**config.mk**
```make
export PLATFORM = sky130hd
export DESIGN_NAME = memory_access_ctrl
export DESIGN_NICKNAME = d
export VERILOG_FILES = /design/src/rtl/memory_access_ctrl.sv
export SDC_FILE = /design/constraint.sdc
export NUM_CORES = 1
export LEC_CHECK = 0
export CAP_MARGIN = 15
export CORE_MARGIN = 2
export CORE_UTILIZATION = 53
export DETAILED_ROUTE_END_ITERATION = 10
export PLACE_DENSITY_LB_ADDON = 0.08
export SYNTH_ARGS = -nofsm -noshare
export SYNTH_HDL_FRONTEND = slang
export SYNTH_SLANG_ARGS = --single-unit
```
**constraint.sdc**
```tcl
create_clock -name clk -period 12.8 [get_ports clk]
set_input_delay 1.92 -clock clk [delete_from_list [all_inputs] [get_ports clk]]
set_output_delay 1.92 -clock clk [all_outputs]
set_load 0.01 [all_outputs]
```
**src/rtl/memory_access_ctrl.sv**
```systemverilog
// Purpose : bit-serial word access controller for the 32-tank mercury delay-line store.
// Latency : handshake to first gated bit = ((S - pos_h - 1) mod 576) + 1 cycles; response 1 cycle after last bit.
// Backpressure: one request in flight; req_ready low from handshake through the response cycle, no queueing.
//
// Ports:
//   clk, rst_n              clock, synchronous active-low reset
//   req_valid/req_ready     request handshake; req_write, req_long, req_addr[9:5]=tank [4:0]=slot, req_wdata
//   rsp_valid, rsp_rdata    one-cycle completion strobe with read word (0 for writes)
//   pos                     free-running circulation position 0..575
//   tank_in/clr/out         per-tank gates, aligned to pos (high exactly while pos is in the window)
//   tank_mob                per-tank serial output bit, presents bit p while pos == p
//   rack_mib                per-rack serial write data, [0]=f1 [1]=f2 [2]=r1 [3]=r2
module memory_access_ctrl #(
    parameter int WORDS_PER_TANK = 32,
    parameter int SLOT_BITS      = 18
) (
    input  logic        clk,
    input  logic        rst_n,
    input  logic        req_valid,
    output logic        req_ready,
    input  logic        req_write,
    input  logic        req_long,
    input  logic [9:0]  req_addr,
    input  logic [35:0] req_wdata,
    output logic        rsp_valid,
    output logic [35:0] rsp_rdata,
    output logic [9:0]  pos,
    output logic [31:0] tank_in,
    output logic [31:0] tank_clr,
    output logic [31:0] tank_out,
    input  logic [31:0] tank_mob,
    output logic [3:0]  rack_mib
);

    localparam logic [9:0] POS_LAST   = 10'(WORDS_PER_TANK * SLOT_BITS - 1);
    localparam logic [5:0] LAST_SHORT = 6'(SLOT_BITS - 1);
    localparam logic [5:0] LAST_LONG  = 6'(2 * SLOT_BITS - 1);

    typedef enum logic [1:0] {
        ST_IDLE,
        ST_WAIT,
        ST_XFER,
        ST_RESP
    } state_t;

    state_t      st, st_nxt;
    logic [9:0]  pos_nxt;
    logic        lat_write, lat_long;
    logic [9:0]  lat_addr;
    logic [35:0] lat_wdata;
    logic [5:0]  k, k_nxt;
    logic [35:0] rd_acc, rd_nxt;

    logic        hs;
    logic        cur_write, cur_long;
    logic [9:0]  cur_addr;
    logic [35:0] cur_wdata;
    logic [4:0]  cur_slot;
    logic [9:0]  cur_start;
    logic [5:0]  cur_last_k;
    logic        gate_on;
    logic [31:0] gate_vec;

    assign hs = req_valid & req_ready;

    // On the handshake cycle the request is not latched yet, so the
    // transfer parameters come straight from the request port; this lets a
    // request whose window starts on the very next position go directly to XFER.
    assign cur_write  = hs ? req_write : lat_write;
    assign cur_long   = hs ? req_long  : lat_long;
    assign cur_addr   = hs ? req_addr  : lat_addr;
    assign cur_wdata  = hs ? req_wdata : lat_wdata;

    // Long words occupy an even/odd slot pair, so the slot LSB is dropped.
    assign cur_slot   = {cur_addr[4:1], cur_addr[0] & ~cur_long};
    assign cur_start  = 10'(cur_slot * SLOT_BITS);
    assign cur_last_k = cur_long ? LAST_LONG : LAST_SHORT;

    assign pos_nxt    = (pos == POS_LAST) ? 10'd0 : pos + 10'd1;

    always_comb begin
        st_nxt = st;
        k_nxt  = k;
        rd_nxt = rd_acc;
        case (st)
            ST_IDLE: begin
                if (hs) begin
                    k_nxt  = 6'd0;
                    rd_nxt = 36'd0;
                    st_nxt = (pos_nxt == cur_start) ? ST_XFER : ST_WAIT;
                end
            end
            ST_WAIT: begin
                if (pos_nxt == cur_start) begin
                    st_nxt = ST_XFER;
                end
            end
            ST_XFER: begin
                if (!cur_write) begin
                    rd_nxt[k] = tank_mob[cur_addr[9:5]];
                end
                if (k == cur_last_k) begin
                    st_nxt = ST_RESP;
                end else begin
                    k_nxt = k + 6'd1;
                end
            end
            ST_RESP: begin
                st_nxt = ST_IDLE;
            end
            default: begin
                st_nxt = ST_IDLE;
            end
        endcase
    end

    // Gates and write data are registered from the next state so they line
    // up with the registered pos value of the same cycle.
    assign gate_on  = (st_nxt == ST_XFER);
    assign gate_vec = 32'd1 << cur_addr[9:5];

    always_ff @(posedge clk) begin
        if (!rst_n) begin
            st        <= ST_IDLE;
            pos       <= 10'd0;
            k         <= 6'd0;
            rd_acc    <= 36'd0;
            lat_write <= 1'b0;
            lat_long  <= 1'b0;
            lat_addr  <= 10'd0;
            lat_wdata <= 36'd0;
            req_ready <= 1'b1;
            rsp_valid <= 1'b0;
            rsp_rdata <= 36'd0;
            tank_in   <= 32'd0;
            tank_clr  <= 32'd0;
            tank_out  <= 32'd0;
            rack_mib  <= 4'd0;
        end else begin
            st     <= st_nxt;
            pos    <= pos_nxt;
            k      <= k_nxt;
            rd_acc <= rd_nxt;
            if (hs) begin
                lat_write <= req_write;
                lat_long  <= req_long;
                lat_addr  <= req_addr;
                lat_wdata <= req_wdata;
            end
            req_ready <= (st_nxt == ST_IDLE);
            rsp_valid <= (st_nxt == ST_RESP);
            // rd_nxt already holds the final bit on the edge entering RESP;
            // it stays all-zero for writes because nothing is sampled.
            rsp_rdata <= (st_nxt == ST_RESP) ? rd_nxt : 36'd0;
            tank_in   <= (gate_on && cur_write)  ? gate_vec : 32'd0;
            tank_clr  <= (gate_on && cur_write)  ? gate_vec : 32'd0;
            tank_out  <= (gate_on && !cur_write) ? gate_vec : 32'd0;
            rack_mib  <= (gate_on && cur_write && cur_wdata[k_nxt]) ? (4'd1 << cur_addr[9:8]) : 4'd0;
        end
    end

endmodule

```
Yosys cells after proc, flatten, opt, wreduce, memory -nomap -nowiden:

Index checks and enable logic that the tools add are counted.

* equal/unequal tests: 8
* shift operators: 2
* add/subtract/negate cells: 2
* magnitude comparators: 4
* mux-type cells: 24
* bitwise operators: 3
* multiply operators: 1
* reduce and logical (&&, ||, !) cells: 11

Operators by type and width (count)
* 36-bit 2-to-1 mux: 3
* 36-bit one-hot mux with 2 select lines: 1
* 36-bit bitwise mux: 1
* 1-bit by 5-bit << shifter with 32-bit output (first input constant): 1
* 10-bit 2-to-1 mux: 2
* 6-bit 2-to-1 mux: 3
* 6-bit by 7-bit less-than comparator with 1-bit output (second input constant): 2
* 6-bit one-hot mux with 2 select lines: 1
* 10-bit by 1-bit adder with 10-bit output (second input constant): 1
* 10-bit == test: 1
* 10-bit == test (second input constant): 1
* 5-bit by 4-bit multiplier with 9-bit output (second input constant): 1
* 2-bit == test (second input constant): 4
* 2-bit 2-to-1 mux: 4
* 2-bit one-hot mux with 4 select lines: 1
* 2-bit AND reduction: 4
* 6-bit by 1-bit adder with 6-bit output (second input constant): 1
* 1-bit binary-select mux with 6-bit select: 1
* 1-bit demux with 6-bit select: 1
* 6-bit == test: 1
* 6-bit by 1-bit greater-or-equal comparator with 1-bit output (second input constant): 1
* 5-bit by 6-bit less-than comparator with 1-bit output (second input constant): 1
* 1-bit binary-select mux with 5-bit select: 1
* 1-bit 2-to-1 mux: 5
* 7 further kinds: 12

* output and inout port bits: 148
* bits in registers: 208

Depth between registers and ports, before layout:

Gate-level depths: netlist of the first run.

* word-level depth: 13
* depth in mapped cells: 17

Worst setup path before layout of the first run:

No wires, ideal clock.

* path kind: input to register
* from: input port req_valid
* to: register tank_out[16]
* required time: 12731 ps
* cell stages on the path: 16
* slack: 7451 ps
* arrival time: 5280 ps
* setup time: 69 ps
* cells stage by stage: clkbuf_1 > and2_1 > clkbuf_1 > mux2i_1 > or2_2 > inv_1 > ha_1 > a21oi_1 > o21ai_0 > mux2_2 > a41oi_1 > nand4b_1 > nor3_2 > o2111ai_1 > clkbuf_1 > nor2_1

* longest elaborated chain between the ends: 12
* elaborated cells on any way between the ends: 20
* those cells by class: mul (1); eq/ne (3); shift (1); mux (9); bitwise (3); reduce/logical (3)

Ends and longest elaborated chain
* start: declaration: line 19 `input logic req_valid,`
* 1-bit bitwise AND *: line 64 `assign hs = req_valid & req_ready;`
* 1-bit 2-to-1 mux
* 1-bit inverter: line 75 `assign cur_slot = {cur_addr[4:1], cur_addr[0] & ~cur_long};`
* 1-bit bitwise AND: line 75
* 5-bit by 4-bit multiplier with 9-bit output: line 76 `assign cur_start = 10'(cur_slot * SLOT_BITS);`
* 10-bit == test: line 90, 94
* 2-bit 2-to-1 mux: line 90 `st_nxt = (pos_nxt == cur_start) ? ST_XFER : ST_WAIT;`
* 2-bit 2-to-1 mux: line 87 `if (hs) begin`
* 2-bit one-hot mux with 4 select lines: line 85 `case (st)`
* 2-bit == test: line 119 `assign gate_on = (st_nxt == ST_XFER);`
* 1-bit logical AND: line 157 `tank_out <= (gate_on && !cur_write) ? gate_vec : 32'd0;`
* 2-bit AND reduction (no line)
* end signal: assignment: line 157
* end: declaration: line 30 `output logic [31:0] tank_out,`

Every way passes the cells marked *; elsewhere a longest branch is shown, timed or not.
A chain may end at the register's enable or synchronous reset.

Worst setup path in the final report of the first run:

* from: input port req_valid
* to: register rack_mib[1]

* longest elaborated chain between the ends: 13
* elaborated cells on any way between the ends: 26
* those cells by class: mul (1); eq/ne (3); shift (1); mux (15); bitwise (3); reduce/logical (3)

Ends and longest elaborated chain
* 1-bit bitwise AND *: line 64
* 1-bit 2-to-1 mux
* 1-bit inverter: line 75
* 1-bit bitwise AND: line 75
* 5-bit by 4-bit multiplier with 9-bit output: line 76
* 10-bit == test: line 90, 94
* 2-bit 2-to-1 mux: line 90
* 2-bit 2-to-1 mux: line 87
* 2-bit one-hot mux with 4 select lines: line 85
* 2-bit == test: line 119
* 1-bit logical AND (2 in series): line 158 `rack_mib <= (gate_on && cur_write && cur_wdata[k_nxt]) ? (4'd1 << cur_addr[9:8]) : 4'd0;`
* 2-bit AND reduction (no line)
* end signal: assignment: line 158
* end: declaration: line 32 `output logic [3:0] rack_mib`

Every way passes the cells marked *; elsewhere a longest branch is shown, timed or not. The select of a mux whose other input is x is not followed.

==> results.json, run 1 <==
{
  "status": "finished, final reports clean",
  "path_delay_family": "compound AO/OA/AOI/OAI gates",
  "antenna_found_initial": 0,
  "relSlewSlack_pct": 26.1,
  "hp-class": "flop to flop",
  "worst_pin_slew_ns": 1.11,
  "ys_warn_count": 0,
  "yosysTopAreaCellShare_pct": 45.6,
  "postSynth.asyncResetShare_pct": 0,
  "cp_max_fo": 9,
  "synth_top_cell_by_area": "dfxtp_1",
  "p_per_area_nw_per_um2": 121,
  "grt-ovfl-total": 0,
  "grt_first_pass_wirelength_um": 39800,
  "antenna_left": 0,
  "r2r_end": "rack_mib[1]$_SDFF_PP0_",
  "final_cell_mix": "230 x clkdlybuf4s50_1, 208 x dfxtp_1, 152 x nand2_1",
  "period_share_pct": 44.6,
  "cp.arrival_ns": 6.09,
  "synth_cells": 1076,
  "synth_top_family_by_area": "simple AND/OR/NAND/NOR gates",
  "clkTransAtPathRegs_ns": 0.06,
  "syn_nets": 1165,
  "num-nets-final": 1333,
  "synth-simple-area-share_pct": 22.2,
  "layout_commonest_cell": "clkdlybuf4s50_1",
  "post_cts.repair.setup_buffers": 0,
  "die_height_um": 135,
  "core_um2": 16700,
  "vias": 8313,
  "cts_inserted_buffers": 22,
  "cts_max_level": 1,
  "critPathCaptureType": "flop",
  "holdBufCountCts": 0,
  "cts_tree": "yes",
  "n_fill_cell": 1366,
  "syn_area_um2": 9130,
  "gp_congestion": 0.873,
  "reg2reg_depth": 13,
  "cts_sinks": 208,
  "crit_type": "input port to flop",
  "vias_per_cell": 5.62,
  "hold_depth": 2,
  "first_iter_violations": 591,
  "fin_skew_ns": 0.0182,
  "cp-start-kind": "input port",
  "cts_root_buf": "clkbuf_16",
  "clock.fmax_ghz": 0.175,
  "cp_num_buf_inv": 2,
  "final_max_slew_viol_count": 0,
  "cp_slowest_cell": "clkdlybuf4s50_1",
  "antenna_cells": 0,
  "finalPower_w": 0.00145,
  "r2r_start": "req_ready$_SDFF_PN1_",
  "synthXorXnorAreaFrac_pct": 1.78,
  "synth_fa_ha_area_share_pct": 0.905,
  "pin_count": 231,
  "core.rowCount": 47,
  "rsz0062_at_grt": "no",
  "drt_pass1_iterations": 5,
  "max_stage_delay_ns": 0.63,
  "dieWidth_um": 135,
  "hp-start": "lat_wdata[27]$_SDFF_PN0_",
  "setup-tns-final_ns": 0,
  "synth_area_leaders": "dfxtp_1 46%, nand2_1 6.3%, nor2_1 4.9%",
  "hold_violations": 0,
  "ys_types": 77,
  "yosysSeqAreaShare_pct": 45.6,
  "grt_max_degree": 65,
  "synth_compound_area_share_pct": 18.3,
  "die-area_um2": 18300,
  "postCtsResizedCells": 0,
  "drv_cap": 0,
  "syn2layout_area_growth_pct": 31.9,
  "synth_mux_area_share_pct": 4.96,
  "hold_slack_ns": 0.450,
  "hold_end": "lat_wdata[27]$_SDFF_PN0_",
  "vdd.ir_drop.worst_mv": 0.0854,
  "clk_latency_ns": 0.51,
  "grt_pass1_vias": 7644,
  "place_hpwl_um": 18200,
  "setup_viol": 0,
  "finalCriticalPeriod_ns": 5.71,
  "start_util_pct": 54.7,
  "synth_edf_count": 0,
  "fin_ws_ns": 7.09,
  "ys_ff_latch": 208,
  "cp.depth": 14,
  "wire_per_inst_um": 17.4,
  "crit_chain": "clkdlybuf4s50_1, and2_2, mux2i_1, or2_2, inv_1, ha_1, a21oi_1, o21ai_0, mux2_2, a41oi_1, nand4b_1, nor3_2, o21ai_0, a2111oi_2",
  "grt_usage_pct": 26.8,
  "crit_required_ns": 13.18,
  "place_ws_ns": 6.66,
  "clk_path_buf_depth": 3,
  "remaining_drc_errors": 0,
  "routed_wl_um": 25700,
  "avgSynthCellArea_um2": 8.48,
  "r2r_slack_ns": 8.65,
  "ys.flop_type": "dfxtp_1",
  "p_leak_nw": 4.46,
  "drive_gt1_share_pct": 6.75,
  "crit_top_cell": "o21ai_0",
  "numPortBuffers": 230
}
-- worst max path at each step --
stage                                          to       from
after floorplan           tank_out[16]$_SDFF_PN0_  req_valid
after global placement     rack_mib[1]$_SDFF_PP0_  req_valid
after detailed placement   rack_mib[1]$_SDFF_PP0_  req_valid
after CTS                  rack_mib[1]$_SDFF_PP0_  req_valid
after global routing       rack_mib[3]$_SDFF_PN0_  req_valid
final                      rack_mib[1]$_SDFF_PP0_  req_valid
-- where the power goes --
part	leakage [nW]	switching (W)	total, W	internal [W]
clock	0.366	0.000259	0.000632	0.000373
combinational	2.41	0.0000865	0.000154	0.0000671
sequential	1.68	0.00000890	0.000668	0.000659
-- cells by family after synthesis --
family | after synthesis
simple gates | 431
mux | 37
xor+xnor | 17
buf+inv | 111
fa+ha+maj | 6
compound gates | 266
flops | 208
-- final cells by class --
| cell class | instances | area [µm²] | area share (%) |
|---|---|---|---|
| Multi-Input combinational cell | 757 | 4410 | 36.6 |
| Sequential cell | 208 | 4160 | 34.6 |
| Timing Repair Buffer | 244 | 2410 | 20.0 |
| Clock buffer | 30 | 641 | 5.32 |
| Tap cell | 220 | 275 | 2.29 |
| Clock inverter | 10 | 96.3 | 0.800 |
| Inverter | 11 | 41.3 | 0.343 |
-- routing by layer --
layer | up-vias | part of all wire (%) | global-route usage (%)
li1 | 4062 | - | -
met1 | 3880 | 42 | 34.4
met2 | 325 | 49 | 46.9
met3 | 46 | 6.8 | 4.71
met4 | 0 | 2.3 | 7.12
met5 | - | 0 | 0
-- tightest hold or removal path, stage by stage, from the launching register on --
cell	delay [ns]
dfxtp_1	0.31
nand2_1	0.05
a21oi_1	0.05
-- cell usage after synthesis (3+ instances only) --
cell        n
o21ai_0    75
o21ai_1     3
mux4_2      6
a22o_1      3
o311ai_0    4
nor3b_1     5
o41ai_1     3
a32o_1      5
o22ai_1    13
nor2b_1     6
dfxtp_1   208
nor2_1    120
o211ai_1    7
o221ai_1    9
nand2b_1    7
a41oi_1     4
nor3_1     14
a22oi_1     7
buf_4      33
nand4b_1    3
clkbuf_1   48
ha_1        5
nand4_1     6
a211oi_1   12
xnor2_1    14
mux2_2      6
buf_2       4
o21a_1      5
a21oi_1    86
inv_1      11
or2_2       5
buf_1      13
and3_1     15
nand3_1    25
nand2_1   153
mux2i_1    25
and2_1     49
or3_1       3
-- through the flow --
stage | cells | util, % | cell area (µm²)
3_5_place_dp | 1440 | 67.7 | 11300
6_report | 1480 | 72.1 | 12000
3_3_place_gp | 1440 | 67.7 | 11300
2_1_floorplan | 1076 | - | 9130
4_1_cts | 1480 | 72.1 | 12000
5_1_grt | 1480 | 72.1 | 12000
-- registers in the layout (all words and copies together) (netlist names) --
signal     flops
tank_clr      32
tank_out      32
rsp_rdata     36
rack_mib       4
rsp_valid      1
lat_long       1
rd_acc        36
req_ready      1
pos           10
k              6
st             2
lat_addr      10
lat_wdata     36
lat_write      1
(Power assumes the default switching activity.)
==> inputs of run 2 (changes only) <==
--- a/config.mk
+++ b/config.mk
@@ -7,7 +7,7 @@
 export LEC_CHECK = 0
 export CAP_MARGIN = 15
 export CORE_MARGIN = 2
-export CORE_UTILIZATION = 53
+export CORE_UTILIZATION = 49
 export DETAILED_ROUTE_END_ITERATION = 10
 export PLACE_DENSITY_LB_ADDON = 0.08
 export SYNTH_ARGS = -nofsm -noshare
==> constraint.sdc (replaced) <==
create_clock -name clk -period 5.7 [get_ports clk]
set_input_delay 0.855 -clock clk [delete_from_list [all_inputs] [get_ports clk]]
set_output_delay 0.855 -clock clk [all_outputs]
set_load 0.01 [all_outputs]
==> run 2 against run 1 <==
Compared with the run above:
- critical path depth up 1
- non-clock buffer count up 7
- clock-buffer cell count up 1
- clock skew down 0.0064 ns
- combinational power up 130%
- clock power up 140%
- sequential share of layout area down 0.35 points
- register-to-register slack worse by 7.2 ns
- highest routed layer unchanged
==> results.json, run 2 (synthesis results as in run 1) <==
{
  "reg2reg_depth": 14,
  "r2r_slack_ns": 1.46,
  "clk_latency_ns": 0.49,
  "die_height_um": 140,
  "vias": 8301,
  "routed_wl_um": 25700,
  "crit_required_ns": 6.12,
  "clkTransAtPathRegs_ns": 0.06,
  "hold_end": "lat_wdata[15]$_SDFF_PN0_",
  "vdd.ir_drop.worst_mv": 0.177,
  "finalPower_w": 0.00339,
  "hold_violations": 0,
  "cp_max_fo": 11,
  "wire_per_inst_um": 17.2,
  "start_util_pct": 50.3,
  "final_max_slew_viol_count": 0,
  "finalCriticalPeriod_ns": 4.74,
  "clock.fmax_ghz": 0.211,
  "cp.arrival_ns": 5.16,
  "clk_path_buf_depth": 3,
  "setup_viol": 0,
  "grt_usage_pct": 25.0,
  "final_cell_mix": "230 x clkdlybuf4s50_1, 208 x dfxtp_1, 152 x nand2_1",
  "cts_sinks": 208,
  "hp-class": "flop to flop",
  "holdBufCountCts": 0,
  "cts_max_level": 1,
  "postCtsResizedCells": 0,
  "num-nets-final": 1340,
  "r2r_start": "req_ready$_SDFF_PN1_",
  "finish.utilization_pct": 67.0,
  "grt_first_pass_wirelength_um": 40600,
  "period_share_pct": 83.1,
  "cts_root_buf": "clkbuf_16",
  "place_ws_ns": 0.525,
  "n_fill_cell": 1579,
  "grt-ovfl-total": 0,
  "dp.cells": 1456,
  "hp-start": "lat_wdata[15]$_SDFF_PN0_",
  "remaining_drc_errors": 0,
  "grt_max_degree": 65,
  "place_hpwl_um": 18200,
  "relSlewSlack_pct": 27.6,
  "instances_no_fill": 1497,
  "drive_gt1_share_pct": 7.26,
  "status": "finished, final reports clean",
  "numPortBuffers": 230,
  "syn2layout_area_growth_pct": 33.2,
  "die-area_um2": 19700,
  "crit_type": "input port to flop",
  "antenna_left": 0,
  "fin_skew_ns": 0.0118,
  "dieWidth_um": 140,
  "critPathCaptureType": "flop",
  "worst_pin_slew_ns": 1.08,
  "largestRegisters": "lat_wdata (36), rd_acc (36), rsp_rdata (36)",
  "first_iter_violations": 595,
  "ff_latch_area_um2": 4160,
  "gp_congestion": 0.873,
  "layout_commonest_cell": "clkdlybuf4s50_1",
  "setup-tns-final_ns": 0,
  "fin_ws_ns": 0.963,
  "rsz0062_at_grt": "no",
  "antenna_found_initial": 1,
  "core.rowCount": 49,
  "cts_inserted_buffers": 22,
  "cts_tree": "yes",
  "vias_per_cell": 5.55,
  "pin_count": 231,
  "multi_input_area_um2": 4410,
  "grt_pass1_vias": 7730,
  "drv_cap": 0,
  "p_per_area_nw_per_um2": 278,
  "drt_pass1_iterations": 6,
  "core_um2": 18100,
  "hold_depth": 2,
  "post_cts.repair.setup_buffers": 0,
  "p_leak_nw": 4.52,
  "r2r_end": "tank_clr[27]$_SDFF_PN0_",
  "cp-start-kind": "input port"
}
-- run 2: cell types whose count changed in the layout (fill, tap and decap cells not counted), sizes merged --
| cell | before | now |
|---|---|---|
| diode | 0 | 1 |
| bufinv | 1 | 3 |
| buf | 14 | 21 |
| clkinv | 8 | 5 |
| clkbuf | 30 | 31 |
-- run 2: power by group --
part	internal (W)	leakage, nW	switching [W]
clock	0.000950	0.391	0.000580
sequential	0.00148	1.68	0.0000201
combinational	0.000155	2.45	0.000199
total	0.00259	4.52	0.000799
-- run 2: layer usage --
layer | vias to the layer above | track usage (%) | share of wire [%]
li1 | 4078 | - | -
met1 | 3876 | 32.8 | 43
met2 | 318 | 43.8 | 49
met3 | 29 | 3.69 | 6.5
met4 | 0 | 5.58 | 1.5
met5 | - | 0 | 0
-- run 2: worst max-delay path, cell delays in order --
cell             delay (ns)
clkdlybuf4s50_1        0.62
and2_2                 0.24
mux2i_1                0.55
or2_2                  0.24
inv_1                  0.05
ha_1                   0.27
a21oi_1                0.31
o21ai_0                0.12
mux2_2                 0.29
a41oi_1                0.25
nand4b_1               0.18
nor3_2                 0.43
o211ai_1               0.32
buf_4                  0.29
nor2_1                 0.12
-- run 2: cell type report --
type	instances	share of cell area, %
repair buffers	251	20.2
inverters	11	0.340
clock inverters	9	1.04
well taps	229	2.36
clock buffers	31	5.48
diodes	1	0.0206
multi-input cells	757	36.3
flip-flops and latches	208	34.3
-- run 2: metrics by stage --
| step | hold slack (ns) | instance area (µm²) |
|---|---|---|
| global placement | 0.436 | 11400 |
| finish | 0.453 | 12200 |
| global route | 0.475 | 12200 |
| detailed placement | 0.446 | 11400 |
| floorplan | 0.429 | 9130 |
| CTS | 0.455 | 12200 |
-- run 2: worst max-delay path by stage --
stage	start	to	depth (start not counted)
2_1_floorplan	req_valid	tank_out[16]$_SDFF_PN0_	16
6_report	req_valid	tank_clr[27]$_SDFF_PN0_	15
3_5_place_dp	req_valid	tank_clr[27]$_SDFF_PN0_	15
5_1_grt	req_valid	tank_clr[11]$_SDFF_PN0_	15
3_3_place_gp	req_valid	tank_clr[16]$_SDFF_PN0_	15
4_1_cts	req_valid	tank_clr[27]$_SDFF_PN0_	15
